## src/rtl/par_pred_pkg.sv

```systemverilog
// Shared helpers for the parity-predicted adder pipeline.
package par_pred_pkg;

  // Widest vector the parity helper accepts; narrower vectors are
  // zero-extended, which leaves their XOR reduction unchanged.
  localparam int PARITY_MAX_W = 64;

  // Widest error counter supported. Each instance slices its own
  // saturation value from the low bits of ERR_CNT_MAX.
  localparam int ERR_CNT_W_MAX = 32;
  localparam logic [ERR_CNT_W_MAX-1:0] ERR_CNT_MAX = '1;

  // Even parity: XOR reduction of the vector.
  function automatic logic parity(input logic [PARITY_MAX_W-1:0] v);
    return ^v;
  endfunction

endpackage

```

## src/rtl/ppa_ripple_core.sv

```systemverilog
// Combinational ripple-carry adder with parity prediction from the carry chain.
module ppa_ripple_core #(
  parameter int WIDTH = 8
) (
  input  logic [WIDTH-1:0] a,
  input  logic [WIDTH-1:0] b,
  input  logic             cin,
  input  logic             a_par,
  input  logic             b_par,
  output logic [WIDTH-1:0] s,
  output logic             cout,
  output logic [WIDTH-1:0] c,
  output logic             s_par
);

  logic [WIDTH:0] cy;

  // Ripple the carry through every bit position and form the sum bits.
  always_comb begin
    // NOTE: every variable written here gets a default first, so no path can leave it unassigned and infer a latch.
    cy    = '0;
    s     = '0;
    cy[0] = cin;
    for (int i = 0; i < WIDTH; i++) begin
      s[i]    = a[i] ^ b[i] ^ cy[i];
      cy[i+1] = (a[i] & b[i]) | (a[i] & cy[i]) | (b[i] & cy[i]);
    end
  end

  assign c    = cy[WIDTH-1:0];
  assign cout = cy[WIDTH];

  // Since s = a ^ b ^ c bitwise, parity(s) = parity(a) ^ parity(b) ^ parity(c).
  // Using the operand parity bits, not the operands, means a corrupt operand
  // parity bit shows up as a sum-parity error downstream.
  assign s_par = a_par ^ b_par ^ (^c);

endmodule

```

## src/rtl/par_pred_adder_pipe.sv

```systemverilog
// Two-stage stall-all pipeline around the parity-predicted ripple adder,
// with operand/sum parity checks, sticky error flag and saturating counter.
module par_pred_adder_pipe
  import par_pred_pkg::*;
#(
  parameter int WIDTH     = 8,  // 2..PARITY_MAX_W
  parameter int ERR_CNT_W = 8   // 1..ERR_CNT_W_MAX
) (
  input  logic                 clk,
  input  logic                 rst,
  input  logic                 in_valid,
  output logic                 in_ready,
  input  logic [WIDTH-1:0]     a,
  input  logic [WIDTH-1:0]     b,
  input  logic                 a_par,
  input  logic                 b_par,
  input  logic                 cin,
  input  logic                 inject,
  output logic                 out_valid,
  input  logic                 out_ready,
  output logic [WIDTH-1:0]     s,
  output logic                 cout,
  output logic                 s_par,
  output logic                 sum_err,
  output logic                 op_err,
  output logic                 err_sticky,
  output logic [ERR_CNT_W-1:0] err_cnt,
  input  logic                 err_clr
);

  localparam logic [ERR_CNT_W-1:0] CNT_MAX = ERR_CNT_MAX[ERR_CNT_W-1:0];

  // Stage 1 registers
  logic             s1_valid;
  logic [WIDTH-1:0] s1_a;
  logic [WIDTH-1:0] s1_b;
  logic             s1_a_par;
  logic             s1_b_par;
  logic             s1_cin;
  logic             s1_inject;

  // Stage 2 combinational results
  logic [WIDTH-1:0] core_s;
  logic             core_cout;
  logic             core_s_par;
  logic [WIDTH-1:0] carry_vec_unused;  // exported by the core for debug visibility only
  logic [WIDTH-1:0] s_del;
  logic             sum_err_d;
  logic             op_err_d;

  logic en;
  logic err_hit;

  // Whole pipeline advances together whenever the output slot is free.
  assign en       = !out_valid || out_ready;
  assign in_ready = en && !rst;

  // Stage 1: capture the operand beat (bubbles travel as s1_valid = 0).
  always_ff @(posedge clk) begin
    // NOTE: sequential state uses non-blocking assignments so every register samples pre-edge values.
    // NOTE: the datapath registers are reset too, so bubbles never carry X into the outputs.
    if (rst) begin
      s1_valid  <= 1'b0;
      s1_a      <= '0;
      s1_b      <= '0;
      s1_a_par  <= 1'b0;
      s1_b_par  <= 1'b0;
      s1_cin    <= 1'b0;
      s1_inject <= 1'b0;
    end else if (en) begin
      s1_valid  <= in_valid;
      s1_a      <= a;
      s1_b      <= b;
      s1_a_par  <= a_par;
      s1_b_par  <= b_par;
      s1_cin    <= cin;
      s1_inject <= inject;
    end
  end

  ppa_ripple_core #(.WIDTH(WIDTH)) u_core (
    .a     (s1_a),
    .b     (s1_b),
    .cin   (s1_cin),
    .a_par (s1_a_par),
    .b_par (s1_b_par),
    .s     (core_s),
    .cout  (core_cout),
    .c     (carry_vec_unused),
    .s_par (core_s_par)
  );

  // Fault injection flips s[0] after prediction, so the checker must catch it.
  assign s_del     = core_s ^ WIDTH'(s1_inject);
  assign sum_err_d = core_s_par ^ parity(PARITY_MAX_W'(s_del));
  assign op_err_d  = (s1_a_par != parity(PARITY_MAX_W'(s1_a)))
                  || (s1_b_par != parity(PARITY_MAX_W'(s1_b)));

  // Stage 2: register the result and its checks; hold while stalled.
  always_ff @(posedge clk) begin
    if (rst) begin
      out_valid <= 1'b0;
      s         <= '0;
      cout      <= 1'b0;
      s_par     <= 1'b0;
      sum_err   <= 1'b0;
      op_err    <= 1'b0;
    end else if (en) begin
      out_valid <= s1_valid;
      s         <= s_del;
      cout      <= core_cout;
      s_par     <= core_s_par;
      sum_err   <= sum_err_d;
      op_err    <= op_err_d;
    end
  end

  // An erroneous beat counts only once, when it is actually delivered.
  assign err_hit = out_valid && out_ready && (sum_err || op_err);

  // Error bookkeeping: a clear coinciding with a hit leaves that hit recorded.
  always_ff @(posedge clk) begin
    if (rst) begin
      err_sticky <= 1'b0;
      err_cnt    <= '0;
    end else if (err_clr) begin
      err_sticky <= err_hit;
      err_cnt    <= err_hit ? ERR_CNT_W'(1) : '0;
    end else if (err_hit) begin
      err_sticky <= 1'b1;
      if (err_cnt != CNT_MAX) begin
        err_cnt <= err_cnt + ERR_CNT_W'(1);
      end
    end
  end

endmodule
```

## config.mk

```make
export PLATFORM = sky130hd
export DESIGN_NAME = par_pred_adder_pipe
export DESIGN_NICKNAME = d
export VERILOG_FILES = /design/src/rtl/par_pred_pkg.sv /design/src/rtl/ppa_ripple_core.sv /design/src/rtl/par_pred_adder_pipe.sv
export SDC_FILE = /design/constraint.sdc
export NUM_CORES = 1
export LEC_CHECK = 0
export ABC_CLOCK_PERIOD_IN_PS = 5600
export CAP_MARGIN = 25
export CORE_ASPECT_RATIO = 0.8
export CORE_MARGIN = 5
export CORE_UTILIZATION = 50
export CTS_CLUSTER_DIAMETER = 30
export DETAILED_ROUTE_END_ITERATION = 10
export GPL_ROUTABILITY_DRIVEN = 1
export PLACE_DENSITY = 0.86
export SLEW_MARGIN = 0
export SYNTH_ARGS = -nofsm -noshare
export SYNTH_HDL_FRONTEND = slang
export SYNTH_SLANG_ARGS = --single-unit
```

## constraint.sdc

```tcl
create_clock -name clk -period 5.6 [get_ports clk]
set_input_delay 1.4 -clock clk [delete_from_list [all_inputs] [get_ports clk]]
set_output_delay 1.4 -clock clk [all_outputs]
set_load 0.01 [all_outputs]
```

==> impl_metrics.env, run 1 <==
export IMPL_netlist_area_leader_share_pct=40.8
export IMPL_switching_share_pct=28.0
export IMPL_yosys_area_top_type="dfxtp_1"
export IMPL_drv_cap=0
export IMPL_initial_core_util_pct=51.2
export IMPL_worstSetupEndpointType="flop"
export IMPL_route_detailed_wl_per_inst_um=13.2
export IMPL_hold_viol=0
export IMPL_use_met1_pct=20.9
export IMPL_synth_area_leaders="dfxtp_1 41%, xnor2_1 12%, nand2_1 10%"
export IMPL_clkTransAtPathRegs_ns=0.08
export IMPL_drt_pass1_iterations=4
export IMPL_ys_ff_latch=43
export IMPL_overflow=0
export IMPL_yosys_warnings=0
export IMPL_grt_start_max_net_pins=42
export IMPL_die_area_um2=5630
export IMPL_status="finished clean"
export IMPL_dp_cells=340
export IMPL_syn_nets=280
export IMPL_root_buffer="clkbuf_8"
export IMPL_synth_most_common_cell="nand2_1"
export IMPL_fin_nets=324
export IMPL_grt_usage_pct=17.8
export IMPL_dp_hpwl_um=3440
export IMPL_leakage_uw=0.00104
export IMPL_async_flop_share_pct=0
export IMPL_cts_tree="done"
export IMPL_die_h_um=68.1
export IMPL_power_frac_seq_pct=46.3
export IMPL_ant_nets=0
export IMPL_critPathArrivalTime_ns=4.93
export IMPL_grt_pass1_vias=1666
export IMPL_post_cts_resized=0
export IMPL_fin_crit_ns=4.71
export IMPL_multi_input_area_um2=1130
export IMPL_cpMostUsedCell="fa_1"
export IMPL_drive_gt1_share_pct=4.15
export IMPL_post_route_period_util_pct=84.1
export IMPL_clockBufferDepth=2
export IMPL_use_met2_pct=31.3
export IMPL_start_kind="flop"
export IMPL_crit_slowest_cell="fa_1"
export IMPL_cts_sinks=43
export IMPL_via_count=1705
export IMPL_p_comb_share_pct=30.2
export IMPL_fin_skew_ns=0.00625
export IMPL_clk_latency_ns=0.29
export IMPL_tightestPinTransition_ns=0.491
export IMPL_total_power_uw=761
export IMPL_slowest_delay_ns=0.48
export IMPL_routed_wirelength_um=4570
export IMPL_ctsHoldBuffers=0
export IMPL_grt_pass1_wl_um=7450
export IMPL_ir_drop_v=0.000197
export IMPL_path_max_fanout=2
export IMPL_slew_violations=0
export IMPL_yosysUniqueCellTypes=29
export IMPL_reg2reg_from="s1_a[0]$_SDFFE_PP0N_"
export IMPL_die_w_um=82.7
export IMPL_crit_path_start="s1_a[0]$_SDFFE_PP0N_"
export IMPL_ys_top_cells_by_count="57 x nand2_1, 43 x dfxtp_1, 28 x xnor2_1"
export IMPL_setup_viol=0
export IMPL_clockPowerShare_pct=23.5
export IMPL_portBuffers=47
export IMPL_path_cells="inv_1, fa_1, fa_1, inv_1, fa_1, inv_1, fa_1, fa_1, fa_1, inv_1, fa_1, xnor2_1, xnor3_1, xnor2_1, xnor2_1, a211oi_2"
export IMPL_antenna_found_initial=0
export IMPL_internal_power_uw=548
export IMPL_fill_cells=377
export IMPL_grt_use_met3_pct=4.21
export IMPL_via_per_inst=4.93
export IMPL_worstSetupPathType="reg -> reg"
export IMPL_ys_flop_type="dfxtp_1"
export IMPL_syn_to_final_growth_pct=27.8
export IMPL_rsz0062_at_grt="false"
export IMPL_hp_class="reg -> reg"
export IMPL_gp_congestion=0.907
export IMPL_io_pins=48
export IMPL_num_rows=21
export IMPL_final_setup_tns_ns=0
export IMPL_max_slew_margin_pct=67.2
export IMPL_syn_avg_cell_area_um2=8.59
export IMPL_worstHoldStart="err_sticky$_SDFFE_PP0P_"
export IMPL_syn_cell_area_um2=2110
export IMPL_diodes=0
export IMPL_cellPowerDensity_nw_per_um2=282
export IMPL_gr_max_usage_layer="met2"
export IMPL_numCtsBuffers=5
export IMPL_final_seq_area_um2=861
export IMPL_max_freq_mhz=212
export IMPL_power_net_switching_uw=213
export IMPL_synthCells=246
export IMPL_ys_seq_area_share_pct=40.8
export IMPL_post_cts_buffers=0
export IMPL_htree_levels=2
export IMPL_crit_required_ns=5.82
export IMPL_synth_edf_count=0
export IMPL_core_um2=4130
export IMPL_route_detailed_drc=0
export IMPL_instances_no_fill=346
export IMPL_drtIter0Drc=92
[registers in the layout, summed over array words and instances (netlist names)]
name        cells
err_cnt         8
s1_a            8
s1_b            8
s               8
cout            1
err_sticky      1
op_err          1
out_valid       1
s1_a_par        1
s1_b_par        1
s1_cin          1
s1_inject       1
s1_valid        1
s_par           1
sum_err         1
[placed cells by master, fill, tap and decap left out]
| master | count |
|---|---|
| a211oi_1 | 7 |
| buf_4 | 3 |
| xnor2_1 | 28 |
| a211oi_2 | 1 |
| clkdlybuf4s50_1 | 47 |
| nand2_1 | 57 |
| xor2_1 | 5 |
| nor2_1 | 17 |
| a31oi_1 | 2 |
| clkbuf_1 | 1 |
| fa_1 | 8 |
| nor2b_1 | 1 |
| xnor2_2 | 2 |
| o211ai_1 | 1 |
| or2_2 | 1 |
| o22ai_1 | 1 |
| clkbuf_8 | 5 |
| and4_1 | 1 |
| inv_1 | 18 |
| a311oi_1 | 1 |
| ha_1 | 1 |
| nor3_1 | 1 |
| nor4_1 | 1 |
| nand3_1 | 2 |
| a41o_1 | 1 |
| xnor3_1 | 2 |
| a41oi_1 | 2 |
| a21oi_1 | 27 |
| nand2b_1 | 1 |
| dfxtp_1 | 43 |
| nand4_1 | 1 |
[final cells by class]
class                   instances  area share, %
repair buffers                 50           18.3
multi-input cells             172           42.0
flip-flops and latches         43           31.9
clock buffers                   6           2.69
inverters                      18           2.50
well taps                      57           2.64
[worst paths after layout]
kind | cells past startpoint | slack, ns | endpoint
setup reg to reg | 16 | 0.89 | sum_err$_SDFFE_PP0N_
hold / removal | 2 | 0.46 | err_sticky$_SDFFE_PP0P_
setup / recovery | 16 | 0.89 | sum_err$_SDFFE_PP0N_
hold reg to reg | 2 | 0.46 | err_sticky$_SDFFE_PP0P_
[power by group through the flow]
| stage | Clock (uW) | Sequential, uW | Combinational (uW) |
|---|---|---|---|
| final | 179 | 352 | 230 |
| after global routing | 199 | 356 | 250 |
| after CTS | 184 | 353 | 233 |
| after detailed placement | 0 | 359 | 232 |
| after global placement | 0 | 359 | 227 |
| after floorplan | 0 | 362 | 152 |
[cells by family after synthesis]
group / after synthesis / share of synthesized area [%]
AO/OA/AOI/OAI: 43 / 12.4
XOR/XNOR: 37 / 17.4
adder cells (fa/ha/maj): 9 / 8.18
buffers and inverters: 31 / 5.51
flip-flops: 43 / 40.8
AND/OR/NAND/NOR: 83 / 15.8
[metrics by stage]
step | setup WS (ns) | hold WS, ns | utilization [%] | instance area, um^2
2_1_floorplan | 1.19 | 0.432 | - | 2110
3_3_place_gp | 1.06 | 0.441 | 63.7 | 2630
3_5_place_dp | 0.916 | 0.445 | 63.7 | 2630
4_1_cts | 0.889 | 0.459 | 65.5 | 2700
5_1_grt | 0.630 | 0.484 | 65.5 | 2700
6_report | 0.891 | 0.456 | 65.5 | 2700
[worst max-delay path, delay by kind of cell, from the launching register on]
kind | cells | cell delay (ns)
adders and majority gates | 7 | 2.85
xor gates and xnor gates | 4 | 0.91
DFF | 1 | 0.34
buffers and inverters | 4 | 0.33
AOI/OAI and AO/OA | 1 | 0.20
[layer usage]
metal,wire length (um),up-vias
li1,-,872
met1,2070,780
met2,2180,46
met3,247,7
met4,65,0
met5,0,-
Note: power is estimated with default switching activity, not from simulation.
==> run 2, diff against run 1 <==
--- a/config.mk
+++ b/config.mk
@@ -5,7 +5,7 @@
 export SDC_FILE = /design/constraint.sdc
 export NUM_CORES = 1
 export LEC_CHECK = 0
-export ABC_CLOCK_PERIOD_IN_PS = 5600
+export ABC_CLOCK_PERIOD_IN_PS = 4700
 export CAP_MARGIN = 25
 export CORE_ASPECT_RATIO = 0.8
 export CORE_MARGIN = 5
==> constraint.sdc (replaced) <==
create_clock -name clk -period 4.7 [get_ports clk]
set_input_delay 1.175 -clock clk [delete_from_list [all_inputs] [get_ports clk]]
set_output_delay 1.175 -clock clk [all_outputs]
set_load 0.01 [all_outputs]
==> run 2 against run 1 <==
  * Non-clock buffer count did not move
  * Setup slack got worse by 0.56 ns
  * Clock skew fell by 0.0028 ns
  * Die area did not move
  * Worst hold slack got worse by 0.0034 ns
  * Fmax rose by 7.8%
  * Routed wire length fell by 1.7%
  * Sequential share of layout area fell by 0.34 points
  * Total power rose by 22%
  * Final cell count rose by 0.58%
  * Utilization rose by 0.70 points
  * Clock power rose by 26%
  * Largest cell class unchanged
==> impl_metrics.env, run 2 (synthesized netlist as in run 1, its figures left out) <==
export IMPL_status="finished clean"
export IMPL_fin_nets=324
export IMPL_grt_pass1_wl_um=7440
export IMPL_ctsHoldBuffers=0
export IMPL_htree_levels=2
export IMPL_die_w_um=82.7
export IMPL_via_count=1749
export IMPL_die_area_um2=5630
export IMPL_setup_viol=0
export IMPL_drtIter0Drc=83
export IMPL_initial_core_util_pct=51.2
export IMPL_ant_nets=0
export IMPL_critPathArrivalTime_ns=4.59
export IMPL_routed_wirelength_um=4490
export IMPL_drv_cap=0
export IMPL_final_common_cell="nand2_1"
export IMPL_fin_skew_ns=0.00350
export IMPL_p_comb_share_pct=30.5
export IMPL_cp_endpoint="sum_err$_SDFFE_PP0N_"
export IMPL_fin_crit_ns=4.37
export IMPL_wl_met3_um=267
export IMPL_num_rows=21
export IMPL_grt_pass1_vias=1634
export IMPL_clockPowerShare_pct=24.3
export IMPL_clockBufferDepth=2
export IMPL_root_buffer="clkbuf_8"
export IMPL_dp_hpwl_um=3400
export IMPL_clkTransAtPathRegs_ns=0.08
export IMPL_route_detailed_wl_per_inst_um=12.9
export IMPL_r2r_slack_ns=0.33
export IMPL_reg2reg_from="s1_a[0]$_SDFFE_PP0N_"
export IMPL_syn_to_final_growth_pct=29.2
export IMPL_final_setup_tns_ns=0
export IMPL_crit_path_start="s1_a[0]$_SDFFE_PP0N_"
export IMPL_slew_violations=0
export IMPL_cellPowerDensity_nw_per_um2=340
export IMPL_cts_tree="done"
export IMPL_crit_required_ns=4.92
export IMPL_numCtsBuffers=5
export IMPL_wl_met1_um=1990
export IMPL_max_freq_mhz=229
export IMPL_route_detailed_drc=0
export IMPL_die_h_um=68.1
export IMPL_drive_gt1_share_pct=5.84
export IMPL_cpMostUsedCell="fa_1"
export IMPL_slowest_delay_ns=0.50
export IMPL_tightestPinTransition_ns=0.482
export IMPL_antenna_found_initial=0
export IMPL_post_route_period_util_pct=92.9
export IMPL_most_common_layout_cells="57 x nand2_1, 47 x clkdlybuf4s50_1, 43 x dfxtp_1"
export IMPL_power_net_switching_uw=264
export IMPL_timing_hold_ws_ns=0.453
export IMPL_grt_start_max_net_pins=42
export IMPL_grt_usage_pct=17.9
export IMPL_highest_layer="met4"
export IMPL_diodes=0
export IMPL_via_per_inst=5.03
export IMPL_max_slew_margin_pct=67.7
export IMPL_worstSetupPathType="reg -> reg"
export IMPL_crit_slowest_cell="fa_1"
export IMPL_internal_power_uw=664
export IMPL_wl_met2_um=2130
export IMPL_reg2reg_depth=17
export IMPL_portBuffers=47
export IMPL_io_pins=48
export IMPL_start_kind="flop"
export IMPL_hold_viol=0
export IMPL_drt_pass1_iterations=4
export IMPL_ir_drop_v=0.000205
export IMPL_path_cells="inv_1, fa_2, fa_1, inv_1, fa_1, inv_1, fa_1, fa_2, fa_1, inv_1, fa_1, inv_1, fa_1, xnor2_2, xnor2_1, xnor2_1, a211oi_2"
export IMPL_leakage_uw=0.00105
export IMPL_power_frac_seq_pct=45.3
export IMPL_path_max_fanout=2
export IMPL_switching_share_pct=28.5
export IMPL_cts_sinks=43
export IMPL_r2r_end="sum_err$_SDFFE_PP0N_"
export IMPL_hp_class="reg -> reg"
export IMPL_rsz0062_at_grt="false"
export IMPL_clk_latency_ns=0.30
export IMPL_worstSetupEndpointType="flop"
export IMPL_core_um2=4130
export IMPL_gp_congestion=0.909
export IMPL_overflow=0
## run 2: cell types whose count changed in the layout (fill, tap and decap cells not counted)
| cell | previous run | this run |
|---|---|---|
| clkbuf_1 | 1 | 2 |
| clkinv_2 | 0 | 1 |
| fa_1 | 8 | 6 |
| fa_2 | 0 | 2 |
| xnor2_1 | 28 | 26 |
| xnor2_2 | 2 | 4 |
## run 2: worst max-delay path, delay by kind of cell (launching register included)
family	cells	cell delay, ns
buf+inv	5	0.36
flops	1	0.33
xor+xnor	3	0.45
fa+ha+maj	8	2.95
compound gates	1	0.20
## run 2: cell type report
cell class                      count  area [um^2]
Clock buffer                        7         76.3
Clock inverter                      1         5.00
Fill cell                         357         1400
Inverter                           18         67.6
Multi-Input combinational cell    172         1150
Sequential cell                    43          861
Tap cell                           57         71.3
Timing Repair Buffer               50          493
## run 2: repair_timing
item                       in CTS  in global routing
gates resized for setup         0                  4
setup buffers                   0                  0
setup endpoints to repair       0                  1
## run 2: worst min-delay path by stage
stage	from	to	slack, ns	cells after the start
floorplan	s1_a[0]$_SDFFE_PP0N_	s1_a[0]$_SDFFE_PP0N_	0.43	2
global placement	s1_valid$_SDFFE_PP0N_	s1_valid$_SDFFE_PP0N_	0.44	2
detailed placement	s[6]$_SDFFE_PP0N_	s[6]$_SDFFE_PP0N_	0.44	2
CTS	s[6]$_SDFFE_PP0N_	s[6]$_SDFFE_PP0N_	0.45	2
global route	err_sticky$_SDFFE_PP0P_	err_sticky$_SDFFE_PP0P_	0.48	2
finish	s[6]$_SDFFE_PP0N_	s[6]$_SDFFE_PP0N_	0.45	2
## run 2: metal layers
metal	global-route usage [%]	vias to the layer above
li1	-	877
met1	20.3	812
met2	30.9	48
met3	6.32	12
met4	7.14	0
met5	0	-
## run 2: power by group through the flow
stage,clock network [uW],logic (uW),registers (uW)
floorplan,0,181,432
global placement,0,270,428
detailed placement,0,274,429
CTS,233,277,420
global route,249,309,424
finish,225,283,420
## run 2: stage by stage
stage	cells	util (%)	power [uW]	cell area, um^2	setup WS (ns)
after detailed placement	340	63.7	703	2630	0.0734
after global placement	340	63.7	697	2630	0.164
after global routing	348	66.2	982	2730	0.0689
after floorplan	246	-	612	2110	0.294
final	348	66.2	928	2730	0.333
after CTS	348	65.7	930	2710	0.0389
